[src/rtl/rob_commit_unit_pkg.sv]
// Shared ROB sizing constants and record types for the commit path.
package rob_commit_unit_pkg;

  localparam int unsigned ROB_LENGTH      = 16;
  localparam int unsigned ROB_IDX_W       = 4;
  localparam int unsigned ROB_CNT_W       = ROB_IDX_W + 1;
  localparam int unsigned INSTR_MEM_IDX_W = 16;
  localparam int unsigned ARCH_REG_IDX_W  = 5;
  localparam int unsigned PHYS_REG_IDX_W  = 6;

  // One ROB storage entry as seen on the head read port.
  typedef struct packed {
    logic                       valid;
    logic                       done;
    logic                       is_store;
    logic                       is_load;
    logic                       is_branch;
    logic                       pred_taken;
    logic [INSTR_MEM_IDX_W-1:0] pc;
    logic [INSTR_MEM_IDX_W-1:0] pred_target;
    logic [ARCH_REG_IDX_W-1:0]  logical_rd;
    logic [PHYS_REG_IDX_W-1:0]  phys_rd;
  } rob_entry_t;

  // Retirement bundle sent to the retirement RAT, free list and store buffer.
  typedef struct packed {
    logic [ARCH_REG_IDX_W-1:0] logical_rd;
    logic [PHYS_REG_IDX_W-1:0] phys_rd;
    logic                      rd_we;
    logic                      is_store;
    logic                      is_load;
  } rob_commit_t;

endpackage

[src/rtl/rob_commit_unit_resolve_table.sv]
// Per-entry completion flags and resolved branch outcomes, read at the head.
module rob_resolve_table #(
  parameter int unsigned DEPTH = 16,
  parameter int unsigned IDX_W = 4,
  parameter int unsigned TGT_W = 16
) (
  input  logic             clk,
  input  logic             rst,
  input  logic             i_flush,
  input  logic             i_clr,
  input  logic [IDX_W-1:0] i_clr_idx,
  input  logic             i_set,
  input  logic [IDX_W-1:0] i_set_idx,
  input  logic             i_set_branch,
  input  logic             i_act_taken,
  input  logic [TGT_W-1:0] i_act_target,
  input  logic [IDX_W-1:0] i_rd_idx,
  output logic             o_done,
  output logic             o_act_taken,
  output logic [TGT_W-1:0] o_act_target
);

  logic [DEPTH-1:0] r_done;
  logic [DEPTH-1:0] r_act_taken;
  logic [TGT_W-1:0] r_act_target [DEPTH];

  // Clear a slot on allocation, mark it on completion; flush drops all done flags.
  always_ff @(posedge clk) begin
    if (rst) begin
      r_done      <= '0;
      r_act_taken <= '0;
      for (int k = 0; k < int'(DEPTH); k++) begin
        r_act_target[k] <= '0;
      end
    end else if (i_flush) begin
      r_done <= '0;
    end else begin
      if (i_clr) begin
        r_done[i_clr_idx] <= 1'b0;
      end
      if (i_set) begin
        r_done[i_set_idx] <= 1'b1;
        if (i_set_branch) begin
          r_act_taken[i_set_idx]  <= i_act_taken;
          r_act_target[i_set_idx] <= i_act_target;
        end
      end
    end
  end

  assign o_done       = r_done[i_rd_idx];
  assign o_act_taken  = r_act_taken[i_rd_idx];
  assign o_act_target = r_act_target[i_rd_idx];

endmodule

[src/rtl/rob_commit_unit.sv]
// ROB pointer/occupancy owner: grants allocation, tracks completion and
// retires the head in order, raising flush on a mispredicted branch commit.
module rob_commit_unit
  import rob_commit_unit_pkg::*;
#(
  parameter int unsigned ROB_LENGTH      = rob_commit_unit_pkg::ROB_LENGTH,
  parameter int unsigned ROB_IDX_W       = rob_commit_unit_pkg::ROB_IDX_W,
  parameter int unsigned INSTR_MEM_IDX_W = rob_commit_unit_pkg::INSTR_MEM_IDX_W,
  parameter int unsigned ARCH_REG_IDX_W  = rob_commit_unit_pkg::ARCH_REG_IDX_W,
  parameter int unsigned PHYS_REG_IDX_W  = rob_commit_unit_pkg::PHYS_REG_IDX_W
) (
  input  logic                       clk,
  input  logic                       rst,
  input  logic                       i_alloc_req,
  output logic                       o_alloc_ready,
  output logic [ROB_IDX_W-1:0]       o_alloc_idx,
  output logic                       o_rob_write,
  output logic [ROB_IDX_W-1:0]       o_rob_head,
  output logic [ROB_IDX_W-1:0]       o_rob_tail,
  input  logic                       i_exec_valid,
  input  logic [ROB_IDX_W-1:0]       i_exec_rob_idx,
  input  logic                       i_exec_is_branch,
  input  logic                       i_actual_taken,
  input  logic [INSTR_MEM_IDX_W-1:0] i_actual_target,
  input  logic                       i_head_valid,
  input  logic                       i_head_done,
  input  logic                       i_head_is_store,
  input  logic                       i_head_is_load,
  input  logic                       i_head_is_branch,
  input  logic                       i_head_pred_taken,
  input  logic [INSTR_MEM_IDX_W-1:0] i_head_pc,
  input  logic [INSTR_MEM_IDX_W-1:0] i_head_pred_target,
  input  logic [ARCH_REG_IDX_W-1:0]  i_head_logical_rd,
  input  logic [PHYS_REG_IDX_W-1:0]  i_head_phys_rd,
  input  logic                       i_store_ready,
  output logic                       o_commit_valid,
  output logic                       o_commit_rd_we,
  output logic [ARCH_REG_IDX_W-1:0]  o_commit_logical_rd,
  output logic [PHYS_REG_IDX_W-1:0]  o_commit_phys_rd,
  output logic                       o_commit_is_store,
  output logic                       o_commit_is_load,
  output logic                       o_flush,
  output logic [INSTR_MEM_IDX_W-1:0] o_redirect_pc
);

  localparam int unsigned CNT_W = ROB_IDX_W + 1;
  localparam logic [CNT_W-1:0]     LenCnt  = CNT_W'(ROB_LENGTH);
  localparam logic [ROB_IDX_W-1:0] LastIdx = ROB_IDX_W'(ROB_LENGTH - 1);

  logic [ROB_IDX_W-1:0]       r_head;
  logic [ROB_IDX_W-1:0]       r_tail;
  logic [CNT_W-1:0]           r_count;

  logic                       w_empty;
  logic                       w_full;
  logic                       w_done_rd;
  logic                       w_act_taken;
  logic [INSTR_MEM_IDX_W-1:0] w_act_target;
  logic                       w_entry_done;
  logic                       w_commit_valid;
  logic                       w_mispred;
  logic                       w_flush;
  logic                       w_alloc_ready;
  logic                       w_write;
  logic                       w_exec_set;
  rob_commit_t                w_commit;

  // Explicit wrap so non-power-of-two lengths work.
  function automatic logic [ROB_IDX_W-1:0] inc_idx(input logic [ROB_IDX_W-1:0] idx);
    return (idx == LastIdx) ? '0 : idx + 1'b1;
  endfunction

  rob_resolve_table #(
    .DEPTH (ROB_LENGTH),
    .IDX_W (ROB_IDX_W),
    .TGT_W (INSTR_MEM_IDX_W)
  ) u_resolve (
    .clk          (clk),
    .rst          (rst),
    .i_flush      (w_flush),
    .i_clr        (w_write),
    .i_clr_idx    (r_tail),
    .i_set        (w_exec_set),
    .i_set_idx    (i_exec_rob_idx),
    .i_set_branch (i_exec_is_branch),
    .i_act_taken  (i_actual_taken),
    .i_act_target (i_actual_target),
    .i_rd_idx     (r_head),
    .o_done       (w_done_rd),
    .o_act_taken  (w_act_taken),
    .o_act_target (w_act_target)
  );

  assign w_empty      = (r_count == '0);
  assign w_full       = (r_count == LenCnt);
  assign w_entry_done = i_head_done || w_done_rd;

  // Head retirement, mispredict detection and allocation grant (all combinational).
  always_comb begin
    w_commit_valid = !rst && !w_empty && i_head_valid && w_entry_done &&
                     (!i_head_is_store || i_store_ready);
    w_mispred      = i_head_is_branch &&
                     ((w_act_taken != i_head_pred_taken) ||
                      (w_act_taken && (w_act_target != i_head_pred_target)));
    w_flush        = w_commit_valid && w_mispred;
    // Grant depends on occupancy before this cycle's commit.
    w_alloc_ready  = !rst && !w_full && !w_flush;
    w_write        = i_alloc_req && w_alloc_ready;
    w_exec_set     = i_exec_valid && !w_flush;

    w_commit            = '0;
    if (w_commit_valid) begin
      w_commit.logical_rd = i_head_logical_rd;
      w_commit.phys_rd    = i_head_phys_rd;
      w_commit.is_store   = i_head_is_store;
      w_commit.is_load    = i_head_is_load;
      w_commit.rd_we      = (i_head_logical_rd != '0) && !i_head_is_store && !i_head_is_branch;
    end

    o_redirect_pc = '0;
    if (w_flush) begin
      o_redirect_pc = w_act_taken ? w_act_target : i_head_pc + INSTR_MEM_IDX_W'(1);
    end
  end

  // Pointer and occupancy update; a flushing commit empties the whole buffer.
  always_ff @(posedge clk) begin
    if (rst || w_flush) begin
      r_head  <= '0;
      r_tail  <= '0;
      r_count <= '0;
    end else begin
      if (w_write) begin
        r_tail <= inc_idx(r_tail);
      end
      if (w_commit_valid) begin
        r_head <= inc_idx(r_head);
      end
      r_count <= r_count + CNT_W'(w_write) - CNT_W'(w_commit_valid);
    end
  end

  assign o_alloc_ready       = w_alloc_ready;
  assign o_rob_write         = w_write;
  assign o_rob_head          = rst ? '0 : r_head;
  assign o_rob_tail          = rst ? '0 : r_tail;
  assign o_alloc_idx         = rst ? '0 : r_tail;
  assign o_commit_valid      = w_commit_valid;
  assign o_commit_rd_we      = w_commit.rd_we;
  assign o_commit_logical_rd = w_commit.logical_rd;
  assign o_commit_phys_rd    = w_commit.phys_rd;
  assign o_commit_is_store   = w_commit.is_store;
  assign o_commit_is_load    = w_commit.is_load;
  assign o_flush             = w_flush;

endmodule

[config.mk]
export PLATFORM = sky130hd
export DESIGN_NAME = rob_commit_unit
export DESIGN_NICKNAME = d
export VERILOG_FILES = /design/src/rtl/rob_commit_unit_pkg.sv /design/src/rtl/rob_commit_unit_resolve_table.sv /design/src/rtl/rob_commit_unit.sv
export SDC_FILE = /design/constraint.sdc
export NUM_CORES = 1
export LEC_CHECK = 0
export ABC_AREA = 1
export CORE_ASPECT_RATIO = 0.7
export CORE_UTILIZATION = 59
export DETAILED_ROUTE_END_ITERATION = 8
export PLACE_DENSITY = 0.82
export SLEW_MARGIN = 20
export SYNTH_ARGS = -nofsm -noshare
export SYNTH_HDL_FRONTEND = slang
export SYNTH_SLANG_ARGS = --single-unit
[constraint.sdc]
create_clock -name clk -period 4.3 [get_ports clk]
set_input_delay 0.43 -clock clk [delete_from_list [all_inputs] [get_ports clk]]
set_output_delay 0.43 -clock clk [all_outputs]
set_load 0.005 [all_outputs]
==> reports/qor.yml <==
clock_network:
  root_buffer: "clkbuf_16"
  cts_max_level: 1
  worstSkewPairLatency_ns: 0.57
  cts_buffer_depth: 3
  cts_tree: "built"
  cts_sinks: 305
  cts_buffers: 29
  clk_pin_slew_ns: 0.07
logic_synthesis:
  async_flop_share_pct: 0
  syn_area_mm2: 0.0158
  yosysWarnings: 0
  syn_nets: 1971
  synth.avg_cell_area_um2: 8.41
  netlist_instances: 1882
  synth_ff_type: "edfxtp_1"
  netlist.area_leader.share_pct: 48.5
  synth_top_area_cell: "edfxtp_1"
  synth_seq_cells: 305
  ys_top_cells_by_area: "edfxtp_1 49%, nand2_1 9.7%, nor2_1 8.7%"
  ys_types: 40
  synth-seq-area-share_pct: 54.7
  synth_edf_count: 256
die:
  die_w_um: 198
  rows: 49
  die_h_um: 139
  core-area_mm2: 0.0260
  die_area_mm2: 0.0275
  initial_core_util_pct: 60.9
  io_pins: 122
worst_setup_path:
  path_buf_inv: 4
  crit_path_top_delay_cell: "clkdlybuf4s50_1"
  endpoint_kind: "output port"
  crit_required_ns: 3.87
  path_class: "reg2out"
  cp-start-kind: "register"
  crit_fanout: 66
  slowest_delay_ns: 0.56
  cp_top_family: "buffers and inverters"
  path_cells: "clkinv_4 -> buf_12 -> o21ai_0 -> nand3_1 -> nand3_1 -> nand2_1 -> nand2_1 -> nand2_1 -> nand2_1 -> nor2_1 -> nand3_1 -> nand2_2 -> buf_4 -> a211oi_1 -> clkdlybuf4s50_1"
  cp_data_arrival_time_ns: 3.83
  cpMostUsedCell: "nand2_1"
sta:
  setup_viol: 0
  fin_crit_ns: 4.26
  hold_viol: 0
  fin_ws_ns: 0.0410
  fmax_ghz: 0.235
  holdWs_ns: 0.460
  tightest_slew_ns: 1.04
  fin_worst_skew_ns: 0.0285
  drv_slew: 0
  slew-limit-headroom_pct: 30.6
  fin_crit_sh_pct: 99.0
power_and_ir_drop:
  ir_worst_vdd_mv: 0.278
  p_leak_nw: 7.60
  pwr_density_cell_mw_per_mm2: 382
global_routing:
  track_usage_pct: 34.7
  grt_max_degree: 90
  grt_pass1_vias: 13000
  antenna_found_initial: 0
  globalRouteOverflowTotal: 0
  grt_pass1_wl_um: 72600
placement:
  gp_congestion: 1.00
  place_hpwl_um: 32000
  portBuffers: 121
  place_ws_ns: 0.261
routing:
  vias: 14000
  drc: 0
  via_per_inst: 5.98
  drtAntennaViolNets: 0
  routedWlPerCell_um: 20.7
  drtIter0Drc: 2090
  dr.pass1.iters: 7
  wirelength_um: 48300
final_layout:
  multi_input_area_mm2: 0.00588
  fill_cells: 1945
  area_growth_pct: 15.2
  diodes: 0
  fin_util_pct: 70.2
  drive_above_1_share_pct: 9.30
  final_cell_mix: "410 x nand2_1, 368 x nor2_1, 256 x edfxtp_1"
  layout_commonest_cell: "nand2_1"
  ff_latch_area_mm2: 0.00867
  nNetsFinal: 2047
worst_hold_path:
  hold_class: "reg2reg"
flow_run:
  maxCapViolCount: 0
run_status:
  run_status: "finished, final reports clean"
-- registers in the layout, summed over array words and instances, names as in the netlist, named ones only --
register,flops
r_count,5
u_resolve.r_act_taken,16
r_tail,4
u_resolve.r_act_target,256
r_head,4
u_resolve.r_done,16
-- Yosys cell counts, types with 7 or more instances --
library cell	n
a211oi_1	11
a21oi_1	33
buf_1	12
buf_2	32
buf_4	16
buf_6	8
clkbuf_1	50
dfxtp_1	49
edfxtp_1	256
ha_1	12
inv_1	179
nand2_1	410
nand2_4	7
nand3_1	186
nand4_1	37
nor2_1	368
nor2_2	71
nor3_1	19
o211ai_1	14
o21ai_0	49
o21ai_1	14
xor2_1	11
-- routing by layer --
metal / vias up / GRT usage (%) / share of wire [%] / wire length [µm]
met1: 6479 / 49.7 / 38 / 18400
met3: 137 / 11.1 / 17 / 7990
met4: 0 / 9.10 / 3.0 / 1460
met5: - / 0 / 0 / 0
li1: 6264 / - / - / -
met2: 1077 / 51.0 / 42 / 20500
-- final timing paths --
kind / from / slack, ns / to / cells after the start
max: register / 0.04 / o_redirect_pc[2] / 15
min: u_resolve.r_done[7] / 0.46 / u_resolve.r_done[7] / 2
max reg2reg: register / 0.41 / u_resolve.r_act_target[10][2] / 18
min reg2reg: u_resolve.r_done[7] / 0.46 / u_resolve.r_done[7] / 2
-- what timing repair did --
action                     4_1_cts  5_1_grt
buffers inserted                 0        1
setup endpoints to repair        6       17
pin swaps                        0        1
resized for setup                4       12
hold buffers                     0        0
cloned                           0        1
-- logic make-up (layout without fill, tap and decap cells) --
| group | after synthesis | in the layout | synth area share [%] |
|---|---|---|---|
| AND/OR/NAND/NOR | 1118 | 1118 | 30.6 |
| flip-flops | 305 | 305 | 54.7 |
| buffers and inverters | 304 | 400 | 8.29 |
| AO/OA/AOI/OAI | 128 | 128 | 4.54 |
| XOR/XNOR | 14 | 14 | 0.774 |
| adder cells (fa/ha/maj) | 13 | 13 | 1.07 |
-- where the power goes --
| group | leakage, nW | switching, W | internal [W] |
|---|---|---|---|
| combinational | 4.28 | 0.000695 | 0.000348 |
| sequential | 2.86 | 0.0000613 | 0.00336 |
| clock | 0.457 | 0.00110 | 0.00142 |
-- area by class of cell --
class                      count  area share [%]
tap                          357            2.45
inverter                     185            3.83
clock buffer                  42            4.64
clock inverter                 9           0.398
timing repair buffer         164            8.95
sequential                   305            47.5
multi-input combinational   1273            32.2
-- tightest hold or removal path, stage by stage, from the launching register on --
cell and delay [ns]:
dfxtp_1 0.31, nand2_1 0.06, a21oi_1 0.05
-- per-stage QoR --
step           std cells  total power (W)  instance area, µm²  setup TNS [ns]
2_1_floorplan       1882          0.00408               15800               0
3_3_place_gp        2282          0.00441               17200               0
3_5_place_dp        2282          0.00446               17200               0
4_1_cts             2333          0.00691               18200               0
5_1_grt             2335          0.00717               18300        -0.00546
6_report            2335          0.00698               18300               0
No activity file was read; power rests on OpenSTA's default activity.
